File: src/rtl/cmd_grant_arbiter.sv
// Round-robin command grant arbiter with a registered, ack-held one-hot grant.
// Optional starvation override is compiled in with the ARB_STARVE_GUARD_EN macro.
module cmd_grant_arbiter #(
  parameter int unsigned NUM_REQ      = 5,
  parameter int unsigned STARVE_LIMIT = 15
) (
  input  logic                                         clk,
  input  logic                                         rst_n,
  input  logic [NUM_REQ-1:0]                           req_i,
  input  logic                                         look_ahead,
  input  logic                                         grant_ack,
  output logic                                         grant_valid,
  output logic [NUM_REQ-1:0]                           grant_onehot,
  output logic [((NUM_REQ > 1) ? $clog2(NUM_REQ) : 1)-1:0] grant_idx,
  output logic [((NUM_REQ > 1) ? $clog2(NUM_REQ) : 1)-1:0] prio_ptr
);

  localparam int unsigned IDX_W = (NUM_REQ > 1) ? $clog2(NUM_REQ) : 1;
  localparam logic [IDX_W-1:0] LastIdx = IDX_W'(NUM_REQ - 1);

  localparam logic [0:0] StIdle  = 1'b0;
  localparam logic [0:0] StGrant = 1'b1;

  if (NUM_REQ < 2 || STARVE_LIMIT < 1) begin : g_param_check
    $error("cmd_grant_arbiter: NUM_REQ must be >= 2 and STARVE_LIMIT >= 1");
  end

  logic [0:0]         state_q, state_d;
  logic [NUM_REQ-1:0] onehot_q, onehot_d;
  logic [IDX_W-1:0]   idx_q, idx_d;
  logic [IDX_W-1:0]   ptr_q, ptr_d;
  logic [IDX_W-1:0]   ptr_ack, scan_ptr, rr_idx, sel_idx;
  logic               arb_ok;

  assign ptr_ack  = (idx_q == LastIdx) ? '0 : idx_q + 1'b1;
  // On an ack cycle the scan already uses the post-ack pointer so back-to-back grants rotate.
  assign scan_ptr = (state_q == StGrant) ? ptr_ack : ptr_q;
  assign arb_ok   = look_ahead && (|req_i);

  always_comb begin
    logic found;
    found  = 1'b0;
    rr_idx = scan_ptr;
    for (int unsigned k = 0; k < NUM_REQ; k++) begin
      logic [IDX_W-1:0] pos;
      pos = IDX_W'((32'(scan_ptr) + k) % NUM_REQ);
      if (!found && req_i[pos]) begin
        found  = 1'b1;
        rr_idx = pos;
      end
    end
  end

`ifdef ARB_STARVE_GUARD_EN
  localparam int unsigned CNT_W = $clog2(STARVE_LIMIT + 1);
  localparam logic [CNT_W-1:0] CntMax = CNT_W'(STARVE_LIMIT);

  logic [CNT_W-1:0] wait_q [NUM_REQ];
  logic             starve_hit;
  logic [IDX_W-1:0] starve_idx;

  always_comb begin
    starve_hit = 1'b0;
    starve_idx = '0;
    for (int unsigned i = 0; i < NUM_REQ; i++) begin
      if (!starve_hit && req_i[i] && (wait_q[i] == CntMax)) begin
        starve_hit = 1'b1;
        starve_idx = IDX_W'(i);
      end
    end
  end

  always_ff @(posedge clk or negedge rst_n) begin
    if (!rst_n) begin
      for (int unsigned i = 0; i < NUM_REQ; i++) wait_q[i] <= '0;
    end else begin
      for (int unsigned i = 0; i < NUM_REQ; i++) begin
        if (!req_i[i] || (state_q == StGrant && grant_ack && idx_q == IDX_W'(i))) begin
          wait_q[i] <= '0;
        end else if (!(state_q == StGrant && idx_q == IDX_W'(i)) && wait_q[i] != CntMax) begin
          wait_q[i] <= wait_q[i] + 1'b1;
        end
      end
    end
  end

  assign sel_idx = starve_hit ? starve_idx : rr_idx;
`else
  assign sel_idx = rr_idx;
`endif

  always_comb begin
    state_d  = state_q;
    onehot_d = onehot_q;
    idx_d    = idx_q;
    ptr_d    = ptr_q;
    case (state_q)
      StIdle: begin
        if (arb_ok) begin
          state_d  = StGrant;
          idx_d    = sel_idx;
          onehot_d = NUM_REQ'(1) << sel_idx;
        end
      end
      StGrant: begin
        if (grant_ack) begin
          ptr_d = ptr_ack;
          if (arb_ok) begin
            idx_d    = sel_idx;
            onehot_d = NUM_REQ'(1) << sel_idx;
          end else begin
            state_d  = StIdle;
            idx_d    = '0;
            onehot_d = '0;
          end
        end else if (!req_i[idx_q]) begin
          // Withdrawal: drop the grant, keep the pointer, no re-arbitration this cycle.
          state_d  = StIdle;
          idx_d    = '0;
          onehot_d = '0;
        end
      end
      default: begin
        state_d  = StIdle;
        idx_d    = '0;
        onehot_d = '0;
      end
    endcase
  end

  always_ff @(posedge clk or negedge rst_n) begin
    if (!rst_n) begin
      state_q  <= StIdle;
      onehot_q <= '0;
      idx_q    <= '0;
      ptr_q    <= '0;
    end else begin
      state_q  <= state_d;
      onehot_q <= onehot_d;
      idx_q    <= idx_d;
      ptr_q    <= ptr_d;
    end
  end

  assign grant_valid  = (state_q == StGrant);
  assign grant_onehot = onehot_q;
  assign grant_idx    = idx_q;
  assign prio_ptr     = ptr_q;

endmodule

File: config.mk
export PLATFORM = sky130hd
export DESIGN_NAME = cmd_grant_arbiter
export DESIGN_NICKNAME = d
export VERILOG_FILES = /design/src/rtl/cmd_grant_arbiter.sv
export SDC_FILE = /design/constraint.sdc
export NUM_CORES = 1
export LEC_CHECK = 0
export BUFFER_PORTS_ARGS = -buffer_cell sky130_fd_sc_hd__buf_4
export CAP_MARGIN = 15
export CORE_MARGIN = 3
export CORE_UTILIZATION = 35
export CTS_BUF_LIST = sky130_fd_sc_hd__clkbuf_8
export CTS_CLUSTER_DIAMETER = 30
export DETAILED_ROUTE_END_ITERATION = 10
export RECOVER_POWER = 25
export SYNTH_ARGS = -nofsm -noshare
export SYNTH_HDL_FRONTEND = slang
export SYNTH_SLANG_ARGS = --single-unit
File: constraint.sdc
create_clock -name clk -period 7.7 [get_ports clk]
set_input_delay 0.385 -clock clk [delete_from_list [all_inputs] [get_ports clk]]
set_output_delay 0.385 -clock clk [all_outputs]
set_load 0.02 [all_outputs]
==> results.txt, run 1 <==
----------------------------------------------------
[Outcome]
  Run status ... finished clean

[STA]
  Hold violation total from the final report ... 0
  Unrepaired setup endpoints after global routing ... false
  Shortest clock period the worst path allows after layout ... 6870 ps
  Crit share post-route ... 0.892
  Endpoints failing setup ... 0
  Post-Route Setup TNS ... 0 ps
  Number of max-slew violations in the final report ... 0
  Clock Skew ... 2.84 ps
  Normalized max-slew margin ... 0.479
  Slew @ Worst Pin ... 777 ps
  Upper clock frequency limit ... 146 MHz

[Setup path]
  Required time worst endpoint ... 7840 ps
  Critical path type ... reg -> reg
  CP arrival ... 7000 ps
  Critical path fanouts, max ... 19
  Critical path startpoint category ... flip-flop
  Kind of capture point of the worst setup path ... flip-flop

[Floorplanning]
  DIE WIDTH ... 90.9 um
  Area of the die ... 8260 um2
  Initial Util ... 0.365
  Floorplan core area ... 6910 um2
  Std-Cell Rows ... 30
  I/O pin cnt ... 21
  Die height ... 90.9 um

[Job]
  Max-capacitance violation count ... 0

[Finish]
  Total area of sequential cells ... 300 um2
  Layout fillers ... 716
  Area occupied by multi-input gates ... 2080 um2
  Number of nets in the layout ... 356
  Layout Area Growth over Synthesis ... 10.2%
  Number of diodes ... 0
  Ratio of cells with drive above 1 in the final layout ... 0.182

[Global routing]
  Residual overflow from global routing ... 0
  All-Layer GR Usage ... 0.173
  Largest net degree at the start of global routing ... 22
  Antenna violations before repair ... 0
  Wire length of the first global-routing pass ... 12.0 mm
  Via count of the first global-routing pass ... 2429

[Min path]
  Type of the worst min-delay path ... in -> reg

[CTS]
  TritonCTS clock tree ... built
  Htree depth ... 1
  CTS root buffer ... sky130_fd_sc_hd__clkbuf_8
  Number of clock sinks seen by CTS ... 12
  Resize count post-CTS ... 0
  Number of buffers created by CTS ... 3
  CTS Hold Buffers Added ... 1
  Setup bufs post-CTS ... 0
  Post-CTS clock slew at the launch and capture registers of the worst setup and hold paths ... 50 ps
  Maximum clock insertion buffer count ... 2
  Worst-skew pair later-pin latency ... 240 ps

[Yosys]
  Post-Synthesis Cell Area ... 2520 um2
  Gate count of the mapped netlist ... 314
  Synthesis-stage register bit count ... 12
  Count of warnings emitted by yosys ... 0
  Synth cell types ... 76
  Main flop type after synthesis ... sky130_fd_sc_hd__dfrtp_1
  FFs w/ async S/R, synth ... 1.00
  Sequential element share of the synthesized area ... 0.119
  Net count of the mapped netlist ... 345
  Mean post-synth cell area ... 8.03 um2
  Number of enable flip-flop cells after synthesis ... 0

[Route]
  DRT antenna net count ... 0
  Detailed-route wire length per cell ... 16.8 um
  Vias per inst ... 6.04
  Via count ... 2537
  # DRC ... 0
  Final routed wirelength across all metal layers ... 7.06 mm
  Initial DRT Pass Iterations ... 5
  Initial drt markers ... 178

[Place]
  Detail Placement HPWL ... 5.41 mm
  Routability Congestion ... 0.874
  IO buf count ... 20

----------------------------------------------------
==> cell type report <==
cell class / count / area share
Timing Repair Buffer: 24 / 0.0644
Clock buffer: 4 / 0.0198
Multi-Input combinational cell: 272 / 0.748
Sequential cell: 12 / 0.108
Tap cell: 96 / 0.0432
Inverter: 12 / 0.0162
==> state kept, by name, summed over array words and instances, names as in the netlist <==
register	flops
grant_idx	3
prio_ptr	3
grant_onehot	5
grant_valid	1
==> kinds of logic after synthesis <==
family,count (synthesis),synth area share
multiplexers,19,0.103
XOR/XNOR,9,0.0342
flip-flops,12,0.119
buffers and inverters,30,0.0566
adder cells (fa/ha/maj),22,0.109
AND/OR/NAND/NOR,124,0.273
AO/OA/AOI/OAI,98,0.305
==> cell usage in the layout, fill, tap and decap left out, types with 11 or more instances in the layout <==
| master | Yosys | routed |
|---|---|---|
| sky130_fd_sc_hd__a21oi_1 | 17 | 17 |
| sky130_fd_sc_hd__buf_4 | 2 | 22 |
| sky130_fd_sc_hd__dfrtp_1 | 12 | 12 |
| sky130_fd_sc_hd__ha_1 | 22 | 22 |
| sky130_fd_sc_hd__inv_1 | 11 | 11 |
| sky130_fd_sc_hd__nand2_1 | 19 | 19 |
| sky130_fd_sc_hd__nand3_1 | 12 | 12 |
| sky130_fd_sc_hd__nor2_1 | 31 | 31 |
| sky130_fd_sc_hd__nor2b_1 | 11 | 11 |
| sky130_fd_sc_hd__nor3_1 | 11 | 11 |
| sky130_fd_sc_hd__o21ai_0 | 16 | 16 |
==> cells in the mapped netlist, types with 8 or more instances <==
master	n	area (um2)
sky130_fd_sc_hd__ha_1	22	275
sky130_fd_sc_hd__nor2b_1	11	68.8
sky130_fd_sc_hd__nor2_1	31	116
sky130_fd_sc_hd__clkbuf_1	8	30.0
sky130_fd_sc_hd__xnor2_1	8	70.1
sky130_fd_sc_hd__dfrtp_1	12	300
sky130_fd_sc_hd__mux2i_1	8	80.1
sky130_fd_sc_hd__a21oi_1	17	85.1
sky130_fd_sc_hd__nand2_1	19	71.3
sky130_fd_sc_hd__nor3_1	11	55.1
sky130_fd_sc_hd__nand3_1	12	60.1
sky130_fd_sc_hd__inv_1	11	41.3
sky130_fd_sc_hd__o21ai_0	16	80.1
==> stage by stage <==
stage	hold WS (ps)	cells	worst slack, ps	instance area [um2]	utilization
2_1_floorplan	89.4	314	1810	2520	-
3_3_place_gp	232	415	1170	2720	0.393
3_5_place_dp	232	415	984	2720	0.393
4_1_cts	438	420	974	2780	0.403
5_1_grt	467	420	257	2780	0.402
6_report	446	420	832	2780	0.402
==> worst max-delay path: stages, from the launching register on <==
cell                        delay [ps]
sky130_fd_sc_hd__dfrtp_1           440
sky130_fd_sc_hd__inv_1              90
sky130_fd_sc_hd__ha_1              210
sky130_fd_sc_hd__or3b_1            540
sky130_fd_sc_hd__a31oi_4           470
sky130_fd_sc_hd__ha_1              690
sky130_fd_sc_hd__a211oi_1          280
sky130_fd_sc_hd__nor2_1            340
sky130_fd_sc_hd__o31a_1            210
sky130_fd_sc_hd__xnor2_1           150
sky130_fd_sc_hd__ha_1              270
sky130_fd_sc_hd__nand2b_1          180
sky130_fd_sc_hd__a211oi_2          460
sky130_fd_sc_hd__xnor2_1           200
sky130_fd_sc_hd__mux2_1            340
sky130_fd_sc_hd__a221oi_1          300
sky130_fd_sc_hd__a211oi_1          150
sky130_fd_sc_hd__nor3b_2           360
sky130_fd_sc_hd__a311oi_1           90
sky130_fd_sc_hd__a2111oi_0         540
sky130_fd_sc_hd__o21ai_0           220
sky130_fd_sc_hd__a22o_1            240
==> path summary, 6_finish.rpt <==
path	start	end	slack, ps	depth (start not counted)
max	grant_idx[0]	grant_onehot[3]	830	21
min	grant_ack	grant_valid	450	3
max reg2reg	grant_idx[0]	grant_onehot[3]	830	21
min reg2reg	grant_onehot[4]	grant_onehot[4]	500	1
max in group asynchronous	rst_n	prio_ptr[2]	6620	2
min in group asynchronous	rst_n	grant_onehot[2]	670	2
==> metal layers <==
layer / track usage / vias up / share of wire
li1: - / 1216 / -
met1: 0.246 / 1222 / 0.48
met2: 0.275 / 86 / 0.45
met3: 0.0167 / 13 / 0.053
met4: 0.0515 / 0 / 0.018
met5: 0 / - / 0
Power of run 1 is left out: the tool's default activity adds up to more than one toggle a clock period on the data nets, which glitch-free logic cannot reach.
==> run 2, diff against run 1 <==
--- a/config.mk
+++ b/config.mk
@@ -5,6 +5,7 @@
 export SDC_FILE = /design/constraint.sdc
 export NUM_CORES = 1
 export LEC_CHECK = 0
+export ABC_AREA = 1
 export BUFFER_PORTS_ARGS = -buffer_cell sky130_fd_sc_hd__buf_4
 export CAP_MARGIN = 15
 export CORE_MARGIN = 3
@@ -13,6 +14,7 @@
 export CTS_CLUSTER_DIAMETER = 30
 export DETAILED_ROUTE_END_ITERATION = 10
 export RECOVER_POWER = 25
+export SETUP_SLACK_MARGIN = 0.02
 export SYNTH_ARGS = -nofsm -noshare
 export SYNTH_HDL_FRONTEND = slang
 export SYNTH_SLANG_ARGS = --single-unit
==> run 2 against run 1 <==
Compared with the run above: routed wire length is 21% lower; cell count is 6.7% higher; worst setup slack improved by 2100 ps; fmax rose by 45%; flip-flop and latch count is the same; synthesized cell count increased by 11%; largest cell class unchanged; critical path depth rose by 13; worst hold slack better by 36 ps; final area decreased by 7.8%; via count down 9.3%; clock skew up 0.57 ps.
==> results.txt, run 2 <==
----------------------------------------------------
[Outcome]
  Run status ... finished clean (unchanged)

[Setup path]
  Critical path startpoint category ... flip-flop (unchanged)
  Crit path largest cell delay ... 440 ps (was 690 ps)
  CP arrival ... 4860 ps (was 7000 ps)
  Most used cell along the critical path ... sky130_fd_sc_hd__nand2_1 (was sky130_fd_sc_hd__ha_1)
  Slowest stage cell on the critical path ... sky130_fd_sc_hd__dfrtp_1 (was sky130_fd_sc_hd__ha_1)
  Critical path fanouts, max ... 7 (was 19)
  Required time worst endpoint ... 7830 ps (was 7840 ps)
  Critical path type ... reg -> reg (unchanged)
  Kind of capture point of the worst setup path ... flip-flop (unchanged)

[Yosys]
  Cell type with the highest aggregate area in the netlist ... sky130_fd_sc_hd__nand2_1 (was sky130_fd_sc_hd__dfrtp_1)
  Main flop type after synthesis ... sky130_fd_sc_hd__dfrtp_1 (unchanged)
  Sequential element share of the synthesized area ... 0.132 (was 0.119)
  Synthesis-stage register bit count ... 12 (unchanged)
  Mean post-synth cell area ... 6.51 um2 (was 8.03 um2)
  Count of warnings emitted by yosys ... 0 (unchanged)
  Most frequent cells after synthesis ... sky130_fd_sc_hd__nand2_1 (99), sky130_fd_sc_hd__inv_1 (49), sky130_fd_sc_hd__nand3_1 (42) (was sky130_fd_sc_hd__nor2_1 (31), sky130_fd_sc_hd__ha_1 (22), sky130_fd_sc_hd__nand2_1 (19))
  Top post-synthesis cells by area ... sky130_fd_sc_hd__nand2_1 (16%), sky130_fd_sc_hd__dfrtp_1 (13%), sky130_fd_sc_hd__ha_1 (12%) (was sky130_fd_sc_hd__dfrtp_1 (12%), sky130_fd_sc_hd__ha_1 (11%), sky130_fd_sc_hd__nor2_1 (4.6%))
  Post-Synthesis Cell Area ... 2280 um2 (was 2520 um2)
  Synth cell types ... 39 (was 76)
  Net count of the mapped netlist ... 381 (was 345)
  Most frequently used cell type in the post-synthesis netlist ... sky130_fd_sc_hd__nand2_1 (was sky130_fd_sc_hd__nor2_1)
  Gate count of the mapped netlist ... 350 (was 314)
  Fraction of synthesized cell area taken by the top area cell type ... 0.163 (was 0.119)
  FFs w/ async S/R, synth ... 1.00 (unchanged)
  Number of enable flip-flop cells after synthesis ... 0 (unchanged)

[CTS]
  Htree depth ... 1 (unchanged)
  Maximum clock insertion buffer count ... 2 (unchanged)
  Resize count post-CTS ... 0 (unchanged)
  Number of clock sinks seen by CTS ... 12 (unchanged)
  Worst-skew pair later-pin latency ... 240 ps (about the same)
  Post-CTS clock slew at the launch and capture registers of the worst setup and hold paths ... 50 ps (about the same)
  TritonCTS clock tree ... built (unchanged)
  Number of buffers created by CTS ... 3 (unchanged)
  Setup bufs post-CTS ... 0 (unchanged)
  CTS root buffer ... sky130_fd_sc_hd__clkbuf_8 (unchanged)

[STA]
  Shortest clock period the worst path allows after layout ... 4730 ps (was 6870 ps)
  Unrepaired setup endpoints after global routing ... false (unchanged)
  Clock Skew ... 3.41 ps (was 2.84 ps)
  Endpoints failing setup ... 0 (unchanged)
  Final setup slack of the worst path ... 2970 ps (was 832 ps)
  Normalized max-slew margin ... 0.568 (was 0.479)
  Number of max-slew violations in the final report ... 0 (unchanged)
  Hold violation total from the final report ... 0 (unchanged)
  Crit share post-route ... 0.614 (was 0.892)
  Slew @ Worst Pin ... 648 ps (was 777 ps)
  Upper clock frequency limit ... 212 MHz (was 146 MHz)
  Post-Route Setup TNS ... 0 ps (unchanged)

[Floorplanning]
  I/O pin cnt ... 21 (unchanged)
  Floorplan core area ... 6100 um2 (was 6910 um2)
  Area of the die ... 7510 um2 (was 8260 um2)
  Std-Cell Rows ... 28 (was 30)
  DIE WIDTH ... 86.7 um (was 90.9 um)
  Initial Util ... 0.374 (was 0.365)
  Die height ... 86.7 um (was 90.9 um)

[Global routing]
  Residual overflow from global routing ... 0 (unchanged)
  Via count of the first global-routing pass ... 2127 (was 2429)
  Antenna violations before repair ... 0 (unchanged)
  Largest net degree at the start of global routing ... 17 (was 22)
  All-Layer GR Usage ... 0.162 (was 0.173)
  Wire length of the first global-routing pass ... 10.0 mm (was 12.0 mm)

[Route]
  Final routed wirelength across all metal layers ... 5.58 mm (was 7.06 mm)
  # DRC ... 0 (unchanged)
  Initial DRT Pass Iterations ... 5 (unchanged)
  Via count ... 2301 (was 2537)
  Initial drt markers ... 97 (was 178)
  Detailed-route wire length per cell ... 12.5 um (was 16.8 um)
  Vias per inst ... 5.14 (was 6.04)
  DRT antenna net count ... 0 (unchanged)

[Place]
  Routability Congestion ... 0.828 (was 0.874)
  Pre-CTS setup slack ... 3010 ps (was 984 ps)
  Detail Placement HPWL ... 4.58 mm (was 5.41 mm)
  IO buf count ... 20 (unchanged)

[Finish]
  Ratio of cells with drive above 1 in the final layout ... 0.217 (was 0.182)
  Layout Area Growth over Synthesis ... 12.4% (was 10.2%)
  Number of diodes ... 0 (unchanged)
  Most common cell after layout, fill and taps aside ... sky130_fd_sc_hd__nand2_1 (was sky130_fd_sc_hd__nor2_1)
  Layout fillers ... 668 (was 716)
  Top library cells by usage in the layout, fill and taps aside ... sky130_fd_sc_hd__nand2_1 (99), sky130_fd_sc_hd__inv_1 (49), sky130_fd_sc_hd__nand3_1 (42) (was sky130_fd_sc_hd__nor2_1 (31), sky130_fd_sc_hd__ha_1 (22), sky130_fd_sc_hd__buf_4 (22))
  Max FFs per register ... 5 (unchanged)
  Number of nets in the layout ... 405 (was 356)

[Min path]
  Type of the worst min-delay path ... in -> reg (unchanged)

[Job]
  Max-capacitance violation count ... 0 (unchanged)

----------------------------------------------------
==> run 2: cell count changes after synthesis, sizes merged, moves of 12 or more <==
cell | before | now
a21oi | 19 | 7
inv | 12 | 56
nand2 | 19 | 122
nand3 | 12 | 54
nor2 | 31 | 17
nor3 | 13 | 1
==> run 2: layout make-up <==
class,count,area [um2],area share
Tap cell,75,93.8,0.0366
Inverter,56,215,0.0840
Multi-Input combinational cell,280,1740,0.680
Sequential cell,12,300,0.117
Clock buffer,4,55.1,0.0215
Timing Repair Buffer,21,156,0.0611
==> run 2: worst paths after layout <==
check                      cells after the start            start         endpoint  slack, ps
setup / recovery                              34     grant_idx[0]  grant_onehot[3]       2970
hold / removal                                 4        grant_ack      grant_valid        480
setup reg to reg                              34     grant_idx[0]  grant_onehot[3]       2970
hold reg to reg                                2  grant_onehot[3]  grant_onehot[3]        480
max in group asynchronous                      2            rst_n      prio_ptr[2]       6610
min in group asynchronous                      2            rst_n  grant_onehot[3]        680
==> run 2: worst max-delay path: cells and delay by family (launching register included) <==
| kind | cells | cell delay [ps] |
|---|---|---|
| compound gates | 2 | 310 |
| xor+xnor | 1 | 210 |
| fa+ha+maj | 5 | 1220 |
| buf+inv | 8 | 760 |
| flops | 1 | 440 |
| simple gates | 18 | 1660 |
==> run 2: logic make-up (layout without fill, tap and decap cells) <==
group,after synthesis,count (layout),share of synthesized area
compound gates,43,43,0.124
fa+ha+maj,22,22,0.121
buf+inv,58,81,0.104
simple gates,210,210,0.494
xor+xnor,5,5,0.0258
flops,12,12,0.132
==> run 2: per-layer routing <==
metal / vias to the layer above / routed length, um / track usage
met2: 73 / 2640 / 0.279
met4: 0 / 28 / 0.0283
li1: 1193 / - / -
met3: 5 / 267 / 0.00951
met5: - / 0 / 0
met1: 1030 / 2640 / 0.225
==> run 2: timing repair <==
action | CTS | global route
endpoints found under the hold margin | 12 | 0
hold buffers | 1 | 0
endpoints found under the setup margin | 0 | 0
==> run 2: per-stage QoR <==
step | hold WS, ps | utilization | instances | area (um2)
floorplan | 89.4 | - | 350 | 2280
global placement | 235 | 0.410 | 443 | 2500
detailed placement | 234 | 0.410 | 443 | 2500
CTS | 477 | 0.421 | 448 | 2560
global route | 504 | 0.420 | 448 | 2560
finish | 482 | 0.420 | 448 | 2560
Power of run 2 is left out for the same reason.
